===== config.mk =====
export PLATFORM = sky130hd
export DESIGN_NAME = toggle_cover_collector
export DESIGN_NICKNAME = d
export VERILOG_FILES = /design/src/rtl/toggle_cover_collector.sv
export SDC_FILE = /design/constraint.sdc
export NUM_CORES = 1
export LEC_CHECK = 0
export ABC_AREA = 1
export CAP_MARGIN = 15
export CORE_UTILIZATION = 41
export DETAILED_ROUTE_END_ITERATION = 7
export GPL_TIMING_DRIVEN = 0
export PLACE_DENSITY_LB_ADDON = 0.05
export SLEW_MARGIN = 0
export SYNTH_ARGS = -nofsm -noshare
export SYNTH_HDL_FRONTEND = slang
export SYNTH_SLANG_ARGS = --single-unit

===== constraint.sdc =====
create_clock -name clock -period 13.5 [get_ports clock]
set_input_delay 4.05 -clock clock [delete_from_list [all_inputs] [get_ports clock]]
set_output_delay 4.05 -clock clock [all_outputs]
set_load 0.05 [all_outputs]

===== src/rtl/toggle_cover_collector.sv =====
// Toggle-coverage collector: records first hits on WIDTH toggle points and reports
// each newly covered point once, lowest index first, over a valid/ready stream.
module toggle_cover_collector #(
  parameter int          WIDTH       = 40,
  parameter int unsigned COVER_INDEX = 0,
  parameter int          IDX_W       = 64,
  parameter int          CNT_W       = 16
) (
  input  logic             clock,
  input  logic             reset,
  input  logic             enable,
  input  logic [WIDTH-1:0] valid,
  input  logic             clear,
  output logic             out_valid,
  input  logic             out_ready,
  output logic [IDX_W-1:0] out_index,
  output logic [CNT_W-1:0] hit_count,
  output logic             all_covered,
  output logic             pending_any,
  output logic             dbg_state
);
  // Handshake: a report transfers on a rising edge where out_valid and out_ready are
  // both high; while out_valid is high and out_ready low, out_index is held stable.

  localparam int KW    = (WIDTH > 1) ? $clog2(WIDTH) : 1;
  localparam int PC_W  = $clog2(WIDTH + 1);
  localparam int SUM_W = ((CNT_W > PC_W) ? CNT_W : PC_W) + 1;
  localparam logic [CNT_W-1:0] CNT_MAX = '1;

  typedef enum logic {IDLE, PRESENT} state_t;

  state_t           state;
  logic [WIDTH-1:0] covered;
  logic [WIDTH-1:0] pending;
  logic [WIDTH-1:0] new_hits;
  logic [WIDTH-1:0] low_hot;
  logic [WIDTH-1:0] pending_next;
  logic [KW-1:0]    low_k;
  logic [PC_W-1:0]  pc;
  logic [SUM_W-1:0] sum;
  logic [CNT_W-1:0] cnt_next;
  logic [IDX_W-1:0] next_index;
  logic             load;

  always_comb begin
    new_hits = enable ? (valid & ~covered) : '0;
    low_k = '0;
    for (int i = WIDTH - 1; i >= 0; i--) begin
      if (pending[i]) low_k = KW'(i);
    end
    low_hot = {{(WIDTH-1){1'b0}}, 1'b1} << low_k;
    pc = '0;
    for (int i = 0; i < WIDTH; i++) begin
      pc = pc + PC_W'(new_hits[i]);
    end
    sum = SUM_W'(hit_count) + SUM_W'(pc);
    cnt_next = (sum > SUM_W'(CNT_MAX)) ? CNT_MAX : sum[CNT_W-1:0];
    // A load is possible whenever the output slot is empty or being accepted.
    load = (|pending) && ((state == IDLE) || out_ready);
    // The loaded bit is already covered, so it can never collide with a new hit.
    pending_next = (pending & ~({WIDTH{load}} & low_hot)) | new_hits;
    next_index = IDX_W'(COVER_INDEX) + IDX_W'(low_k);
  end

  always_ff @(posedge clock) begin
    if (!reset || clear) begin
      state     <= IDLE;
      covered   <= '0;
      pending   <= '0;
      hit_count <= '0;
      out_valid <= 1'b0;
      out_index <= '0;
    end else begin
      covered   <= covered | new_hits;
      pending   <= pending_next;
      hit_count <= cnt_next;
      case (state)
        IDLE: begin
          if (load) begin
            out_index <= next_index;
            out_valid <= 1'b1;
            state     <= PRESENT;
          end
        end
        PRESENT: begin
          if (out_ready) begin
            if (load) begin
              out_index <= next_index;
            end else begin
              out_valid <= 1'b0;
              state     <= IDLE;
            end
          end
        end
        default: begin
          state     <= IDLE;
          out_valid <= 1'b0;
        end
      endcase
    end
  end

  assign all_covered = &covered;
  assign pending_any = (|pending) | out_valid;
  assign dbg_state   = (state == PRESENT);

endmodule


# Word level (Yosys, flattened, before mapping)
# Index checks and enable logic that the tools add are counted.
# W data, S select, Z words.
# word_totals
output_inout_bits	84
ff_bits	162
input_bits	45
# op_classes
n_bitwise	9
shifts	1
eq_ne	3
n_mux	52
reduce_logical	7
magnitude_cmp	1
addsub	40
# op_table
cell	count
$mux W6	40
$add A6 B1 Y6	34
$mux W64	2
$pmux W64 S2	1
$and A40 B40 Y40	3
$not A40 Y40	2
$or A40 B40 Y40	2
$mux W40	1
$reduce_and A40 Y1	1
$reduce_or A40 Y1	1
$shl A1 B6 Y40 const A	1
$add A16 B6 Y17	1
$gt A17 B16 Y1 const B	1
$mux W16	1
$add A5 B1 Y6	1
$ne A2 B2 Y1 const B	3
$add A4 B1 Y5	1
$mux W1	5
$add A3 B1 Y4	1
$pmux W1 S2	2
$add A2 B1 Y3	1
$reduce_and A3 Y1	1
$add A1 B1 Y2	1
$logic_or A1 B1 Y1	2
other kinds (4)	4

# Longest topological paths before layout
# Gate-level depths: netlist of the first run.
# depth
depth_word	45
depth_mapped	44

# Worst setup path after synthesis of the first run
# OpenSTA, ideal clock, no wires.
# synth_timing
path_kind	input to register
from	in enable
to	reg hit_count[10]
t_required_ps	13429
path_slack_ps	2677
arrival_time_ps	10752
stages	27
cell_sequence	clkbuf_1 nand3_1 fa_1 fa_1 inv_1 fa_1 inv_1 fa_1 fa_1 fa_1 fa_1 fa_1 fa_1 nand3b_1 and2_1 nor2_1 nor2_1 o21bai_1 a21oi_1 o21ai_0 nand2_1 nor2_1 nand3_1 inv_1 nand2_1 clkbuf_1 a21oi_1
# synth_between
elab_chain_len	43
# synth_lines
item	line	text
start, declared	11	input logic enable,
$mux W40 *	46	new_hits = enable ? (valid & ~covered) : '0;
$add A1 B1 Y2	54	pc = pc + PC_W'(new_hits[i]);
$add A2 B1 Y3	54	
$add A3 B1 Y4	54	
$add A4 B1 Y5	54	
$add A5 B1 Y6	54	
$add A6 B1 Y6 (33 in a row)	54	
$add A6 B1 Y6 *	54	
$add A16 B6 Y17 *	56	sum = SUM_W'(hit_count) + SUM_W'(pc);
$gt A17 B16 Y1	57	cnt_next = (sum > SUM_W'(CNT_MAX)) ? CNT_MAX : sum[CNT_W-1:0];
$mux W16 *	57	
end signal, assigned	76	hit_count <= cnt_next;
end, declared	17	output logic [CNT_W-1:0] hit_count,
# Every way passes the cells marked *; elsewhere a longest branch is shown, timed or not.
# A chain may end at the register's enable or synchronous reset.

# Worst setup path in the final report of the first run
# layout_timing
from	in enable
to	reg hit_count[5]
# The elaborated chain is that of the path after synthesis.

==> flow_summary.json, run 1 <==
{
  "cts_tree": "yes",
  "cp-end-kind": "flip-flop",
  "setup_viol": 0,
  "first_iter_violations": 310,
  "finClkSkew_ns": 0.00904,
  "crit_family": "adder cells",
  "syn-cell-area_um2": 6150,
  "max_stage_delay_ns": 0.57,
  "drive_gt1_share_pct": 10.2,
  "synth-main-ff-cell": "dfxtp_1",
  "finalPower_mw": 1.27,
  "cp_common_cell": "fa_1",
  "dp_hpwl_um": 12800,
  "critical_path_buf_inv_count": 5,
  "final_common_cell": "inv_1",
  "core_um2": 14600,
  "antenna_found_initial": 0,
  "finalCriticalPeriod_ns": 11.46,
  "die_h_um": 124,
  "ant_nets": 0,
  "first_pass_iters": 5,
  "overflow": 0,
  "clk_pin_slew_ns": 0.07,
  "yosys_warnings": 0,
  "rows": 44,
  "vias": 5252,
  "clock_path_buffers": 2,
  "diodes": 0,
  "numPortBuffers": 69,
  "place.gp.congestion": 0.868,
  "clock_latency_ns": 0.35,
  "yosysUniqueCellTypes": 38,
  "avgSynthCellArea_um2": 7.71,
  "cts_resized": 0,
  "viasPerCell": 4.67,
  "whs_ns": 0.467,
  "cts_sinks": 104,
  "cp-start-kind": "primary input",
  "post-cts-setup-buffers": 0,
  "min_path_type": "reg -> reg",
  "min_period_over_period_pct": 84.9,
  "crit_fanout": 10,
  "drc": 0,
  "grt_pass1_vias": 5082,
  "maxSlewHeadroom_pct": 52.5,
  "avgRoutedWirePerCell_um": 13.9,
  "status": "completed",
  "required_ns": 13.77,
  "timing.fmax_mhz": 87.3,
  "rsz0062_at_grt": "false",
  "arrival_ns": 11.73,
  "peakVddDrop_uv": 261,
  "synth_edf_count": 0,
  "cap_violations": 0,
  "fin_tns_setup_ns": 0,
  "h-tree-depth": 3,
  "power_density_nw_per_um2": 167,
  "numCtsBuffers": 9,
  "num-nets-final": 1035,
  "finalHoldViolations": 0,
  "yosysSeqAreaShare_pct": 33.8,
  "initial_core_util_pct": 42.2,
  "area_delta_synth_final_pct": 23.9,
  "die_x_um": 124,
  "cts_hold_buf": 0,
  "ys_ff_latch": 104,
  "grt_pass1_wl_um": 25500,
  "grt_start_max_net_pins": 16,
  "synthArstFlopShare_pct": 0,
  "crit_type": "in -> reg",
  "p_leak_nw": 3.42,
  "routed_wl_um": 15600,
  "drv_slew": 0,
  "die-area_um2": 15500,
  "cp_slowest_cell": "fa_1",
  "final_cell_mix": "inv_1, nand2_1, dfxtp_1",
  "reg2reg_slack_ns": 5.89,
  "clockRootBuffer": "clkbuf_16",
  "worst_pin_slew_ns": 0.712,
  "boundaryPins": 129,
  "synth_cells": 798,
  "grt_usage_pct": 21.1
}
-- final cells by class --
cell class / count / area, um2
buffer: 75 / 502
clock buffer: 14 / 274
clock inverter: 2 / 60.1
fill: 1412 / 6970
inverter: 150 / 563
multi-input combinational: 526 / 3220
sequential: 104 / 2080
tap: 184 / 230
timing repair buffer: 69 / 691
-- cells in the mapped netlist (3+ instances only) --
cell type / number / area [um2]
nor4_1: 11 / 68.8
nand4_1: 10 / 62.6
ha_1: 22 / 275
fa_1: 33 / 661
nand2_4: 3 / 33.8
inv_1: 147 / 552
a31oi_1: 3 / 18.8
buf_4: 58 / 435
dfxtp_1: 104 / 2080
a21oi_1: 97 / 485
xor2_1: 9 / 78.8
nor2_2: 3 / 18.8
clkbuf_1: 12 / 45.0
o21ai_0: 17 / 85.1
nor2_1: 67 / 251
o21bai_1: 14 / 105
buf_1: 3 / 11.3
a21oi_2: 5 / 43.8
nand3_1: 47 / 235
nand2_1: 106 / 398
-- where the power goes --
part,switching [mW],total [mW],internal [mW],leakage (nW)
logic,0.383,0.645,0.262,2.41
clock network,0.115,0.293,0.178,0.163
registers,0.00853,0.332,0.323,0.847
total,0.506,1.27,0.764,3.42
-- sequential cells by signal, indices dropped and copies added (netlist names) --
signal     count
pending       40
covered       40
dbg_state      1
out_index      6
hit_count     16
out_valid      1
-- cell families (layout without fill, tap and decap cells) --
family | count (synthesis) | count (layout) | share of synthesized area, %
adder cells (fa/ha/maj) | 55 | 55 | 15.2
AND/OR/NAND/NOR | 262 | 262 | 19.5
XOR/XNOR | 10 | 10 | 1.42
other | 1 | 58 | 0.0610
AO/OA/AOI/OAI | 141 | 141 | 12.7
flip-flops | 104 | 104 | 33.8
buffers and inverters | 225 | 310 | 17.3
-- per-stage QoR --
step | setup slack (ns) | instances | utilization (%) | area (um2)
2_1_floorplan | 2.68 | 855 | - | 6370
3_3_place_gp | 1.74 | 1108 | 49.9 | 7290
3_5_place_dp | 1.66 | 1108 | 49.9 | 7290
4_1_cts | 2.00 | 1124 | 52.2 | 7620
5_1_grt | 1.55 | 1124 | 52.2 | 7620
6_report | 2.04 | 1124 | 52.2 | 7620
-- final timing paths --
kind / startpoint / endpoint / depth (start not counted)
max: enable / hit_count[5] / 27
min: dbg_state / out_valid / 1
max reg2reg: covered[22] / hit_count[5] / 27
min reg2reg: dbg_state / out_valid / 1
-- layer usage --
metal / track usage (%) / up-vias / routed length (um)
met1: 28.7 / 2402 / 7490
li1: - / 2685 / -
met4: 5.39 / 0 / 238
met5: 0 / - / 0
met3: 3.91 / 14 / 739
met2: 34.4 / 151 / 7180
Note: power is estimated with default switching activity, not from simulation.
==> run 2: changes to the inputs <==
==> constraint.sdc (replaced) <==
create_clock -name clock -period 10.75 [get_ports clock]
set_input_delay 3.225 -clock clock [delete_from_list [all_inputs] [get_ports clock]]
set_output_delay 3.225 -clock clock [all_outputs]
set_load 0.05 [all_outputs]
==> flow_summary.json, run 2 (synthesis results as in run 1) <==
{
  "p_leak_nw": 3.43,
  "rsz0062_at_grt": "false",
  "finalHoldViolations": 0,
  "clock_path_buffers": 2,
  "max_stage_delay_ns": 0.56,
  "post-cts-setup-buffers": 0,
  "fin_util_pct": 52.3,
  "arrival_ns": 10.59,
  "critical_path_buf_inv_count": 5,
  "cts_hold_buf": 0,
  "reg2reg_slack_ns": 3.41,
  "cp-start-kind": "primary input",
  "worst_pin_slew_ns": 0.715,
  "cp_common_cell": "fa_1",
  "finClkSkew_ns": 0.00782,
  "grt_pass1_wl_um": 25500,
  "grt_pass1_vias": 5082,
  "min_period_over_period_pct": 95.9,
  "viasPerCell": 4.68,
  "rows": 44,
  "timing.fmax_mhz": 97.0,
  "dp_hpwl_um": 12800,
  "clockRootBuffer": "clkbuf_16",
  "maxSlewHeadroom_pct": 52.3,
  "finalCriticalPeriod_ns": 10.31,
  "place.gp.congestion": 0.868,
  "antenna_found_initial": 0,
  "instances_no_fill": 1124,
  "dp_cells": 1108,
  "drive_gt1_share_pct": 11.1,
  "core_um2": 14600,
  "routed_wl_um": 15700,
  "final_cell_mix": "inv_1, nand2_1, dfxtp_1",
  "peakVddDrop_uv": 325,
  "first_pass_iters": 5,
  "fin_tns_setup_ns": 0,
  "die_h_um": 124,
  "finalPower_mw": 1.59,
  "power.share.clock_pct": 23.1,
  "clock_latency_ns": 0.35,
  "switching_share_pct": 39.8,
  "final_common_cell": "inv_1",
  "overflow": 0,
  "drv_slew": 0,
  "num-nets-final": 1035,
  "cp-end-kind": "flip-flop",
  "power_density_nw_per_um2": 208,
  "required_ns": 11.02,
  "ant_nets": 0,
  "p_seq_share_pct": 26.2,
  "grt_start_max_net_pins": 16,
  "grt_usage_pct": 21.1,
  "cap_violations": 0,
  "cp_slowest_cell": "fa_1",
  "cts_sinks": 104,
  "crit_fanout": 10,
  "p_switching_uw": 633,
  "min_path_type": "reg -> reg",
  "cts_tree": "yes",
  "initial_core_util_pct": 42.2,
  "die_x_um": 124,
  "h-tree-depth": 3,
  "die-area_um2": 15500,
  "clk_pin_slew_ns": 0.07,
  "status": "completed",
  "area_delta_synth_final_pct": 24.1,
  "p_comb_share_pct": 50.7,
  "crit_type": "in -> reg",
  "numPortBuffers": 69,
  "first_iter_violations": 335,
  "vias": 5257,
  "drc": 0,
  "crit_family": "adder cells",
  "boundaryPins": 129,
  "p_int_uw": 959,
  "diodes": 0,
  "avgRoutedWirePerCell_um": 13.9,
  "top_regs": "covered: 40 flops, pending: 40 flops, hit_count: 16 flops",
  "numCtsBuffers": 9,
  "setup_viol": 0
}
## run 2: path summary, 6_finish.rpt
kind | start | to | depth (start not counted)
min | dbg_state | out_valid | 1
max | valid[22] | hit_count[5] | 27
max reg2reg | covered[22] | hit_count[5] | 27
min reg2reg | dbg_state | out_valid | 1
## run 2: through the flow
stage / hold WS [ns] / area (um2) / setup WS, ns
after floorplan: 0.449 / 6370 / 0.752
after global placement: 0.444 / 7290 / -0.180
after detailed placement: 0.464 / 7290 / -0.262
after CTS: 0.474 / 7620 / 0.0731
after global routing: 0.489 / 7640 / 0.0269
final: 0.467 / 7640 / 0.436
## run 2: routing by layer
metal / track usage (%) / vias to the layer above / wire length, um
met5: 0 / - / 0
met4: 5.39 / 0 / 238
met3: 3.91 / 14 / 804
li1: - / 2687 / -
met2: 34.4 / 159 / 7210
met1: 28.7 / 2397 / 7420
## run 2: area by class of cell
cell class	count	area (um2)
fill	1413	6950
multi-input combinational	526	3230
sequential	104	2080
timing repair buffer	69	691
inverter	150	563
buffer	75	507
clock buffer	14	274
tap	184	230
clock inverter	2	60.1
## run 2: power groups by stage
| stage | registers, mW | clock network [mW] | logic, mW |
|---|---|---|---|
| after floorplan | 0.447 | 0 | 0.607 |
| after global placement | 0.425 | 0 | 0.793 |
| after detailed placement | 0.425 | 0 | 0.806 |
| after CTS | 0.416 | 0.377 | 0.817 |
| after global routing | 0.419 | 0.392 | 0.921 |
| final | 0.417 | 0.368 | 0.808 |
## run 2: worst reg2reg max path: cells and delay by family, from the launching register on
| kind | cells | cell delay (ns) |
|---|---|---|
| buffers and inverters | 5 | 0.56 |
| adders and majority gates | 9 | 4.60 |
| DFF | 1 | 0.30 |
| AOI/OAI and AO/OA | 4 | 0.66 |
| and+or+nand+nor | 9 | 1.13 |
## run 2: what timing repair did
item | in CTS | in global routing
hold endpoints to repair | 0 | 0
gates resized for setup | 0 | 14
setup endpoints to repair | 0 | 15
